[config.mk]
export PLATFORM = sky130hd
export DESIGN_NAME = id_control_stage_flat
export DESIGN_NICKNAME = d
export VERILOG_FILES = /design/src/rtl/id_control_stage_pkg.sv /design/src/rtl/id_control_stage_if.sv /design/src/rtl/id_control_stage_decoder.sv /design/src/rtl/id_control_stage.sv /design/src/flat_wrapper.sv
export SDC_FILE = /design/constraint.sdc
export NUM_CORES = 1
export LEC_CHECK = 0
export CORE_AREA = 2 2 92 50
export CTS_CLUSTER_DIAMETER = 80
export DETAILED_ROUTE_END_ITERATION = 16
export DIE_AREA = 0 0 94 52
export PLACE_DENSITY = 0.79
export SKIP_CTS_REPAIR_TIMING = 1
export SYNTH_ARGS = -nofsm -noshare
export SYNTH_HDL_FRONTEND = slang
export SYNTH_SLANG_ARGS = --single-unit
[constraint.sdc]
create_clock -name clk -period 2.6 [get_ports clk]
set_clock_uncertainty 0.05 [all_clocks]
set_input_delay 0.52 -clock clk [delete_from_list [all_inputs] [get_ports clk]]
set_output_delay 0.52 -clock clk [all_outputs]
set_load 0.01 [all_outputs]
[src/rtl/id_control_stage_pkg.sv]
// Shared definitions for the ID control stage: opcodes, ALU/immediate codes,
// FSM states and the ID/EX control bundle.
package id_control_stage_pkg;

  localparam int unsigned ALUOP_W = 5;
  localparam int unsigned IMM_W   = 3;

  localparam logic [6:0] OPC_LOAD   = 7'b0000011;
  localparam logic [6:0] OPC_STORE  = 7'b0100011;
  localparam logic [6:0] OPC_BRANCH = 7'b1100011;
  localparam logic [6:0] OPC_JALR   = 7'b1100111;
  localparam logic [6:0] OPC_JAL    = 7'b1101111;
  localparam logic [6:0] OPC_OPIMM  = 7'b0010011;
  localparam logic [6:0] OPC_OP     = 7'b0110011;
  localparam logic [6:0] OPC_LUI    = 7'b0110111;
  localparam logic [6:0] OPC_AUIPC  = 7'b0010111;

  localparam logic [6:0] F7_BASE   = 7'b0000000;
  localparam logic [6:0] F7_ALT    = 7'b0100000;
  localparam logic [6:0] F7_MULDIV = 7'b0000001;

  localparam logic [ALUOP_W-1:0] ALU_ADD  = ALUOP_W'(0);
  localparam logic [ALUOP_W-1:0] ALU_SUB  = ALUOP_W'(1);
  localparam logic [ALUOP_W-1:0] ALU_AND  = ALUOP_W'(2);
  localparam logic [ALUOP_W-1:0] ALU_OR   = ALUOP_W'(3);
  localparam logic [ALUOP_W-1:0] ALU_XOR  = ALUOP_W'(4);
  localparam logic [ALUOP_W-1:0] ALU_SLL  = ALUOP_W'(5);
  localparam logic [ALUOP_W-1:0] ALU_SRL  = ALUOP_W'(6);
  localparam logic [ALUOP_W-1:0] ALU_SRA  = ALUOP_W'(7);
  localparam logic [ALUOP_W-1:0] ALU_SLT  = ALUOP_W'(8);
  localparam logic [ALUOP_W-1:0] ALU_SLTU = ALUOP_W'(9);
  localparam logic [ALUOP_W-1:0] ALU_MUL  = ALUOP_W'(10);

  localparam logic [IMM_W-1:0] IMM_NONE = IMM_W'(0);
  localparam logic [IMM_W-1:0] IMM_I    = IMM_W'(1);
  localparam logic [IMM_W-1:0] IMM_S    = IMM_W'(2);
  localparam logic [IMM_W-1:0] IMM_B    = IMM_W'(3);
  localparam logic [IMM_W-1:0] IMM_U    = IMM_W'(4);
  localparam logic [IMM_W-1:0] IMM_J    = IMM_W'(5);

  typedef enum logic {
    ST_IDLE = 1'b0,
    ST_WAIT = 1'b1
  } state_e;

  typedef struct packed {
    logic               valid;
    logic               mux1;
    logic               mux2;
    logic               mux3;
    logic               registerwrite;
    logic               memorywrite;
    logic               memoryread;
    logic               branch;
    logic               jump;
    logic               jal;
    logic               twoscomp;
    logic [ALUOP_W-1:0] aluop;
    logic [IMM_W-1:0]   immediate;
    logic               muldiv_start;
    logic               illegal;
  } id_ex_t;

  // funct3 -> ALU op for the base register/immediate arithmetic group
  function automatic logic [ALUOP_W-1:0] alu_base(input logic [2:0] funct3);
    case (funct3)
      3'd0:    alu_base = ALU_ADD;
      3'd1:    alu_base = ALU_SLL;
      3'd2:    alu_base = ALU_SLT;
      3'd3:    alu_base = ALU_SLTU;
      3'd4:    alu_base = ALU_XOR;
      3'd5:    alu_base = ALU_SRL;
      3'd6:    alu_base = ALU_OR;
      default: alu_base = ALU_AND;
    endcase
  endfunction

endpackage

[src/rtl/id_control_stage_if.sv]
// IF/ID-to-EX handshake of the decode stage: instruction in, stall/flush, control bundle out.
interface id_control_stage_if;
  import id_control_stage_pkg::*;

  logic [31:0] instruction;
  logic        valid_in;
  logic        stall_in;
  logic        flush;
  logic        stall_out;
  id_ex_t      idex;

  modport master (
    output instruction, valid_in, stall_in, flush,
    input  stall_out, idex
  );

  modport slave (
    input  instruction, valid_in, stall_in, flush,
    output stall_out, idex
  );
endinterface

[src/rtl/id_control_stage_decoder.sv]
// Combinational RV32IM decoder: instruction -> control bundle, M-op class, illegal flag.
module id_control_stage_decoder import id_control_stage_pkg::*; #(
  parameter int unsigned ENABLE_M = 1
) (
  input  logic [31:0] instruction,
  output id_ex_t      ctrl_c,
  output logic        is_mul_c,
  output logic        is_div_c
);

  logic [6:0] opcode;
  logic [2:0] funct3;
  logic [6:0] funct7;
  logic       illegal;
  logic       unused_fields;

  assign opcode = instruction[6:0];
  assign funct3 = instruction[14:12];
  assign funct7 = instruction[31:25];
  // register indices and immediate bits are consumed by the register file / EX
  assign unused_fields = ^instruction[24:7];

  always_comb begin
    ctrl_c       = '0;
    ctrl_c.valid = 1'b1;
    is_mul_c     = 1'b0;
    is_div_c     = 1'b0;
    illegal      = 1'b0;

    case (opcode)
      OPC_LUI: begin
        ctrl_c.registerwrite = 1'b1;
        ctrl_c.mux2          = 1'b1;
        ctrl_c.immediate     = IMM_U;
      end
      OPC_AUIPC: begin
        ctrl_c.registerwrite = 1'b1;
        ctrl_c.mux1          = 1'b1;
        ctrl_c.mux2          = 1'b1;
        ctrl_c.immediate     = IMM_U;
      end
      OPC_JAL: begin
        ctrl_c.registerwrite = 1'b1;
        ctrl_c.jump          = 1'b1;
        ctrl_c.jal           = 1'b1;
        ctrl_c.mux1          = 1'b1;
        ctrl_c.immediate     = IMM_J;
      end
      OPC_JALR: begin
        ctrl_c.registerwrite = 1'b1;
        ctrl_c.jump          = 1'b1;
        ctrl_c.mux2          = 1'b1;
        ctrl_c.immediate     = IMM_I;
        illegal              = (funct3 != 3'd0);
      end
      OPC_BRANCH: begin
        ctrl_c.branch    = 1'b1;
        ctrl_c.twoscomp  = 1'b1;
        ctrl_c.immediate = IMM_B;
        case (funct3)
          3'd0, 3'd1: ctrl_c.aluop = ALU_SUB;
          3'd4, 3'd5: ctrl_c.aluop = ALU_SLT;
          3'd6, 3'd7: ctrl_c.aluop = ALU_SLTU;
          default:    illegal      = 1'b1;
        endcase
      end
      OPC_LOAD: begin
        ctrl_c.registerwrite = 1'b1;
        ctrl_c.memoryread    = 1'b1;
        ctrl_c.mux2          = 1'b1;
        ctrl_c.mux3          = 1'b1;
        ctrl_c.immediate     = IMM_I;
        illegal              = (funct3 == 3'd3) || (funct3 > 3'd5);
      end
      OPC_STORE: begin
        ctrl_c.memorywrite = 1'b1;
        ctrl_c.mux2        = 1'b1;
        ctrl_c.immediate   = IMM_S;
        illegal            = (funct3 > 3'd2);
      end
      OPC_OPIMM: begin
        ctrl_c.registerwrite = 1'b1;
        ctrl_c.mux2          = 1'b1;
        ctrl_c.immediate     = IMM_I;
        ctrl_c.aluop         = alu_base(funct3);
        ctrl_c.twoscomp      = (funct3 == 3'd2) || (funct3 == 3'd3);
        if (funct3 == 3'd1) begin
          illegal = (funct7 != F7_BASE);
        end else if (funct3 == 3'd5) begin
          if (funct7 == F7_ALT) ctrl_c.aluop = ALU_SRA;
          else illegal = (funct7 != F7_BASE);
        end
      end
      OPC_OP: begin
        ctrl_c.registerwrite = 1'b1;
        if (funct7 == F7_BASE) begin
          ctrl_c.aluop    = alu_base(funct3);
          ctrl_c.twoscomp = (funct3 == 3'd2) || (funct3 == 3'd3);
        end else if (funct7 == F7_ALT && funct3 == 3'd0) begin
          ctrl_c.aluop    = ALU_SUB;
          ctrl_c.twoscomp = 1'b1;
        end else if (funct7 == F7_ALT && funct3 == 3'd5) begin
          ctrl_c.aluop = ALU_SRA;
        end else if (funct7 == F7_MULDIV && ENABLE_M != 0) begin
          // M-extension codes are contiguous in funct3 order starting at MUL
          ctrl_c.aluop = ALU_MUL + ALUOP_W'(funct3);
          is_div_c     = funct3[2];
          is_mul_c     = ~funct3[2];
        end else begin
          illegal = 1'b1;
        end
      end
      default: illegal = 1'b1;
    endcase

    if (illegal) begin
      ctrl_c         = '0;
      ctrl_c.valid   = 1'b1;
      ctrl_c.illegal = 1'b1;
      is_mul_c       = 1'b0;
      is_div_c       = 1'b0;
    end
  end

endmodule

[src/rtl/id_control_stage.sv]
// ID/EX register with stall/flush handling and the multi-cycle MUL/DIV occupancy sequencer.
module id_control_stage import id_control_stage_pkg::*; #(
  parameter int unsigned MUL_CYCLES = 2,
  parameter int unsigned DIV_CYCLES = 8,
  parameter int unsigned ENABLE_M   = 1
) (
  input  logic               clk,
  input  logic               rst_n,
  id_control_stage_if.slave  bus
);

  localparam int unsigned MAX_CYC = (MUL_CYCLES > DIV_CYCLES) ? MUL_CYCLES : DIV_CYCLES;
  localparam int unsigned CNT_W   = $clog2(MAX_CYC + 1);
  localparam logic [CNT_W-1:0] MUL_LOAD = CNT_W'(MUL_CYCLES - 1);
  localparam logic [CNT_W-1:0] DIV_LOAD = CNT_W'(DIV_CYCLES - 1);

  state_e           state_q, state_d;
  logic [CNT_W-1:0] cnt_q, cnt_d;
  id_ex_t           out_q, out_d;
  id_ex_t           dec_c;
  logic             is_mul_c;
  logic             is_div_c;

  id_control_stage_decoder #(
    .ENABLE_M (ENABLE_M)
  ) u_decoder (
    .instruction (bus.instruction),
    .ctrl_c      (dec_c),
    .is_mul_c    (is_mul_c),
    .is_div_c    (is_div_c)
  );

  // Next state / next ID/EX entry: flush > stall > wait drain > accept
  always_comb begin
    state_d = state_q;
    cnt_d   = cnt_q;
    out_d   = out_q;

    if (bus.flush) begin
      state_d = ST_IDLE;
      cnt_d   = '0;
      out_d   = '0;
    end else if (bus.stall_in) begin
      // entry is held, but the start pulse must not repeat
      out_d.muldiv_start = 1'b0;
    end else if (state_q == ST_WAIT) begin
      out_d = '0;
      if (cnt_q <= CNT_W'(1)) begin
        state_d = ST_IDLE;
        cnt_d   = '0;
      end else begin
        cnt_d = cnt_q - CNT_W'(1);
      end
    end else begin
      out_d = '0;
      if (bus.valid_in) begin
        out_d = dec_c;
        if (is_mul_c || is_div_c) begin
          out_d.muldiv_start = 1'b1;
          cnt_d              = is_mul_c ? MUL_LOAD : DIV_LOAD;
          if (cnt_d != '0) state_d = ST_WAIT;
        end
      end
    end
  end

  always_ff @(posedge clk or negedge rst_n) begin
    if (!rst_n) begin
      state_q <= ST_IDLE;
      cnt_q   <= '0;
      out_q   <= '0;
    end else begin
      state_q <= state_d;
      cnt_q   <= cnt_d;
      out_q   <= out_d;
    end
  end

  assign bus.idex      = out_q;
  assign bus.stall_out = (state_q == ST_WAIT) || bus.stall_in;

endmodule
[src/flat_wrapper.sv]
// flat-port wrapper written by rule: the top's interface ports become plain ports
module id_control_stage_flat import id_control_stage_pkg::*;
#(
  parameter int unsigned MUL_CYCLES = 2,
  parameter int unsigned DIV_CYCLES = 8,
  parameter int unsigned ENABLE_M   = 1
)
  (clk, rst_n, bus_instruction, bus_valid_in, bus_stall_in, bus_flush, bus_stall_out, bus_idex);
  id_control_stage_if bus_i ();
  input  logic clk;
  input  logic rst_n;
  input wire logic [$bits(bus_i.instruction)-1:0] bus_instruction;
  input wire logic [$bits(bus_i.valid_in)-1:0] bus_valid_in;
  input wire logic [$bits(bus_i.stall_in)-1:0] bus_stall_in;
  input wire logic [$bits(bus_i.flush)-1:0] bus_flush;
  output wire logic [$bits(bus_i.stall_out)-1:0] bus_stall_out;
  output wire logic [$bits(bus_i.idex)-1:0] bus_idex;
  assign bus_i.instruction = bus_instruction;
  assign bus_i.valid_in = bus_valid_in;
  assign bus_i.stall_in = bus_stall_in;
  assign bus_i.flush = bus_flush;
  assign bus_stall_out = bus_i.stall_out;
  assign bus_idex = bus_i.idex;
  id_control_stage #(.MUL_CYCLES(MUL_CYCLES), .DIV_CYCLES(DIV_CYCLES), .ENABLE_M(ENABLE_M)) u_core (.clk(clk), .rst_n(rst_n), .bus(bus_i));
endmodule
== Word level (Yosys, flattened, before mapping) ==
Index checks and enable logic that the tools add are counted.

* Multiply operators: 0
* Div/mod/pow operators: 0
* Add/sub/neg operators: 2
* $lt $le $gt $ge: 3
* Shift-type cells: 0
* Bitwise logic cells: 1
* Reductions and logical operators: 25
* Equal/unequal tests: 19
* Multiplexer cells: 63

{| class="wikitable"
|+ Operator list
! cell !! number
|-
| 2-to-1 mux 21 bit || 3
|-
| 2-to-1 mux 1 bit || 39
|-
| 2-to-1 mux 4 bit || 9
|-
| equality test 7 x 6 -> 1 bit (second input constant) || 4
|-
| case mux 4 bit (7 select lines) || 1
|-
| equality test 7 bit (second input constant) || 3
|-
| 2-to-1 mux 20 bit || 1
|-
| 2-to-1 mux 19 bit || 1
|-
| case mux 6 bit (3 select lines) || 1
|-
| 2-to-1 mux 5 bit || 3
|-
| case mux 3 bit (5 select lines) || 1
|-
| equality test 7 x 5 -> 1 bit (second input constant) || 2
|-
| equality test 3 bit (second input constant) || 4
|-
| case mux 4 bit (3 select lines) || 1
|-
| OR reduction 2 bit || 6
|-
| OR reduction 6 bit || 2
|-
| nonzero test 3 bit || 3
|-
| equality test 7 x 1 -> 1 bit (second input constant) || 1
|-
| equality test 7 x 2 -> 1 bit (second input constant) || 1
|-
| logical NOT 7 bit || 1
|-
| case mux 1 bit (7 select lines) || 1
|-
| nonzero test 7 bit || 1
|-
| OR reduction 7 bit || 1
|-
| equality test 3 x 2 -> 1 bit (second input constant) || 2
|-
| 16 further kinds || 21
|}

* Logic and storage cells: 130
* Memories: 0
* Input bits: 37
* ROM bits: 0
* RAM bits: 0
* Register bits: 26
* Output and inout bits: 22
* Latch bits: 0

== Longest topological paths before layout ==
* Word-level depth: 15
* Depth in mapped cells: 8
* Mapped depth without buffers: 7

== Modules after synthesis ==
From an unflattened synthesis, not the netlist that was laid out.

* Cells, all modules: 218
* Area, all modules: 1984.4 sq um

{| class="wikitable"
|+ Modules (own cells, without submodules)
! module !! seq. area each (sq um) !! area each (sq um) !! times used !! cells an instance
|-
| id_control_stage || 650.6 || 1119.8 || 1 || 87
|-
| id_control_stage_decoder || 0.0 || 864.6 || 1 || 131
|}

== Least setup slack after synthesis ==
OpenSTA, ideal clock, no wires.

* Path type: input to register
* From: in bus_instruction[6]
* To: reg u_core.out_q (netlist bit u_core.bus.idex[14])
* Data required time: 2.420 ns
* Library setup time: 0.130 ns
* Path buffers: 1
* Cell stages on the path: 6
* Arrival: 1.967 ns
* Path slack: 0.454 ns
* Cell sequence: clkbuf_1 or4b_1 a2111oi_2 a211oi_2 nand4_2 o21ai_0

* Longest elaborated chain between the ends: 8

{| class="wikitable"
|+ RTL lines
! element !! RTL line !! text
|-
| start: declaration || flat_wrapper.sv:12 || <nowiki>input wire logic [$bits(bus_i.instruction)-1:0] bus_instruction;</nowiki>
|-
| equality test 7 x 5 -> 1 bit (tied with other cells) || id_control_stage_decoder.sv:30 || <nowiki>case (opcode)</nowiki>
|-
| OR reduction 3 bit (no line) || n/a ||
|-
| case mux 1 bit (7 select lines) || id_control_stage_decoder.sv:30 ||
|-
| 2-to-1 mux 20 bit (*) || id_control_stage_decoder.sv:116 || <nowiki>if (illegal) begin</nowiki>
|-
| 2-to-1 mux 21 bit (*) || id_control_stage.sv:56 || <nowiki>if (bus.valid_in) begin</nowiki>
|-
| 2-to-1 mux 21 bit (*) || id_control_stage.sv:46 || <nowiki>end else if (state_q == ST_WAIT) begin</nowiki>
|-
| 2-to-1 mux 19 bit (*) || id_control_stage.sv:43 || <nowiki>end else if (bus.stall_in) begin</nowiki>
|-
| 2-to-1 mux 21 bit (*) || id_control_stage.sv:39 || <nowiki>if (bus.flush) begin</nowiki>
|-
| end signal: assignment || id_control_stage.sv:75 || <nowiki>out_q <= out_d;</nowiki>
|-
| end: declaration || id_control_stage.sv:19 || <nowiki>id_ex_t out_q, out_d;</nowiki>
|}

Every way passes the cells marked *; elsewhere a longest branch is shown, timed or not. The select of a mux whose other input is x is not followed.
A chain may end at the register's enable or synchronous reset.

== Worst setup path in the final report ==
* From: in bus_stall_in
* To: out bus_stall_out

* Longest elaborated chain between the ends: 1

{| class="wikitable"
|+ RTL lines
! element !! RTL line !! text
|-
| start: declaration || flat_wrapper.sv:14 || <nowiki>input wire logic [$bits(bus_i.stall_in)-1:0] bus_stall_in;</nowiki>
|-
| logical OR 1 bit || id_control_stage.sv:80 || <nowiki>assign bus.stall_out = (state_q == ST_WAIT) || bus.stall_in;</nowiki>
|-
| end: declaration || flat_wrapper.sv:16 || <nowiki>output wire logic [$bits(bus_i.stall_out)-1:0] bus_stall_out;</nowiki>
|}

Every way passes these cells.

==> flow_summary.ini <==
[clock_tree]
insertion_delay_ps = 270
cts_max_level = 1
clkTransAtPathRegs_ps = 80
clk_path_buf_depth = 2
cts_made_buffers = 3
clock_sinks = 25
cts_tree = done
root_buffer = clkbuf_8

[setup_path]
crit_top_cell = clkdlybuf4s50_1
crit_chain = clkdlybuf4s50_1 > buf_4 > inv_1 > nand2_1 > clkdlybuf4s50_1
r2r_end = u_core.bus.idex[6]$_DFFE_PN0P_
crit_type = in -> out
start_kind = input pin
critical-path-max-stage-delay_ps = 540
cp.required_ps = 2030
timing.rr.start = u_core.state_q$_DFFE_PN0P_
critPathCaptureType = output port
crit_fanout = 6
r2r_cells = 5
regToRegSetupSlack_ps = 390
cpMaxStageDelayCell = clkdlybuf4s50_1
arrival_ps = 1940

[yosys]
ys_ff_latch = 25
synth_area_sq_mm = 0.001857
async_flop_share_pct = 100.0
synthFlopType = dfrtp_1
yosysWarnings = 0
yosysTopAreaCell = dfrtp_1
synth_top_area_share_pct = 33.69
syn_area_per_cell_sq_um = 8.289
syn_inst = 224
ys_seq_area_share_pct = 33.69
synth_cell_types = 52
postSynthNetCount = 269
synth_edf_count = 0
synth_area_leaders = dfrtp_1 (34%), nand2_1 (5.5%), ha_1 (5.4%)

[cells_and_area]
area_delta_synth_final_pct = 36.86
n_antenna_cell = 0
nNetsFinal = 330
fin_area_sq_mm = 0.002541
drive_gt1_share_pct = 15.49
stdcell_count = 341

[routing]
first_iter_violations = 319
postRouteWirelength_microns = 5179
ant_nets = 0
vias = 1988
firstDrtPassIters = 6
viasPerCell = 5.830
drcViolationCount = 0
routedWlPerCell_microns = 15.19

[timing]
fmax_mhz = 398.2
worst_pin_slew_ps = 514.6
maxSlewViolCount = 0
min_period_ps = 2512
post-route-period-util_pct = 96.60
setup_viol = 0
rsz0062_at_grt = false
hold_violations = 0
maxSlewHeadroom_pct = 65.37

[die]
core_area_sq_mm = 0.004148
io_pins = 59
num_rows = 17
dieWidth_microns = 94
die-area_sq_mm = 0.004888
die_h_microns = 52
initial_core_util_pct = 44.77

[worst_hold_path]
hold_start = u_core.bus.idex[15]$_DFFE_PN0P_
min_to = u_core.bus.idex[15]$_DFFE_PN0P_
hold_path.class = reg -> reg
min_path_cells = 2

[global_route]
antenna_found_initial = 0
grt_pass1_wl_microns = 8631
grt_max_degree = 26
first_global_vias = 1769
grt-ovfl-total = 0
gr-usage-all-layers_pct = 22.67

[run]
max_cap_viol_count = 0

[place]
place.detailed.hpwl_microns = 4105
place_area_sq_mm = 0.002492
portBuffers = 43
finalWeightedCongestion = 0.9850
numPlacedInstances = 337

[status]
status = complete, no violations

[pwr]
irDropWorstVdd_v = 0.0001896
p_leak_nw = 1.066
power_density_mw_per_mm2 = 322.5
==> stage by stage <==
| step | util, % | hold slack [ps] | worst slack (ps) | power (mW) | setup TNS, ps |
|---|---|---|---|---|---|
| 2_1_floorplan | - | 174.4 | 453.7 | 0.4839 | 0 |
| 3_3_place_gp | 60.09 | 416.6 | -7.097 | 0.5827 | -12.02 |
| 3_5_place_dp | 60.09 | 422.2 | -36.81 | 0.5858 | -125.0 |
| 4_1_cts | 61.27 | 441.8 | 95.63 | 0.8176 | 0 |
| 5_1_grt | 61.27 | 452.4 | 19.56 | 0.8503 | 0 |
| 6_report | 61.27 | 438.7 | 88.49 | 0.8194 | 0 |
==> how the worst max path moves through the flow <==
stage,slack (ps),end,depth (start not counted),from
2_1_floorplan,450,u_core.bus.idex[14]$_DFFE_PN0P_,6,bus_instruction[6]
3_3_place_gp,-7,u_core.bus.idex[18]$_DFFE_PN0P_,6,bus_instruction[4]
3_5_place_dp,-40,u_core.bus.idex[6]$_DFFE_PN0P_,6,bus_stall_in
4_1_cts,100,bus_stall_out,5,bus_stall_in
5_1_grt,20,bus_stall_out,5,bus_stall_in
6_report,90,bus_stall_out,5,bus_stall_in
==> worst max-delay path: cells and delay by family <==
kind	cells	cell delay [ps]
buffers and inverters	4	1320
AND/OR/NAND/NOR	1	100
==> power by group <==
group          internal (mW)  leakage, nW  switching, mW  total, mW
clock                  0.109       0.0217          0.129      0.238
sequential             0.390        0.348        0.00110      0.391
combinational         0.0875        0.696          0.103      0.190
total                  0.587         1.07          0.233      0.819
==> kinds of logic (layout without fill, tap and decap cells) <==
kind of cell             Yosys count  in the layout  share of synthesized area (%)
flip-flops                        25             25                          33.69
buffers and inverters             26             86                          6.132
XOR/XNOR                           1              1                         0.4718
adder cells (fa/ha/maj)            8              8                          5.391
AO/OA/AOI/OAI                     71             71                          26.15
AND/OR/NAND/NOR                   93             93                          28.17
==> cells in the final DEF (no fill, tap or decap), drive strengths merged, types with 6 or more instances in the layout <==
cell type | Yosys | final
a21oi | 14 | 14
a31oi | 6 | 6
buf | 6 | 27
clkdlybuf4s50 | 0 | 43
dfrtp | 25 | 25
ha | 8 | 8
inv | 12 | 12
nand2 | 27 | 27
nand2b | 7 | 7
nor2 | 18 | 18
o21ai | 19 | 19
==> cells in the mapped netlist (all sizes together) (2+ instances only) <==
cell	number
a32o	2
clkbuf	8
nor2	18
inv	12
a21o	4
nand2	27
o31ai	5
a211oi	3
or4	2
a22oi	2
or4b	2
a2111oi	2
nand2b	7
nor4	5
o32ai	2
dfrtp	25
o21ai	19
o2bb2ai	2
a21oi	14
nand3b	5
nand4	4
nand3	4
a22o	2
buf	6
and3	2
and3b	2
or3	3
o211ai	3
nor3	3
nor2b	4
ha	8
a31oi	6
==> area by class of cell <==
cell class | count | area (sq um)
multi-input cells | 173 | 1117
well taps | 57 | 71.32
clock inverters | 1 | 7.507
clock buffers | 3 | 41.29
flip-flops and latches | 25 | 625.6
fillers | 384 | 1607
inverters | 12 | 45.04
repair buffers | 70 | 633.1
==> sequential cells by signal (all words and copies together) (netlist names) <==
name and cells:
u_core.state_q 1, u_core.bus.idex 20, u_core.cnt_q 4
==> metal layers <==
metal,share of wire (%),GRT usage [%]
met1,49,35.92
met2,38,32.86
met3,12,4.348
met4,0.85,1.691
met5,0,0
No activity file was read; power rests on OpenSTA's default activity.
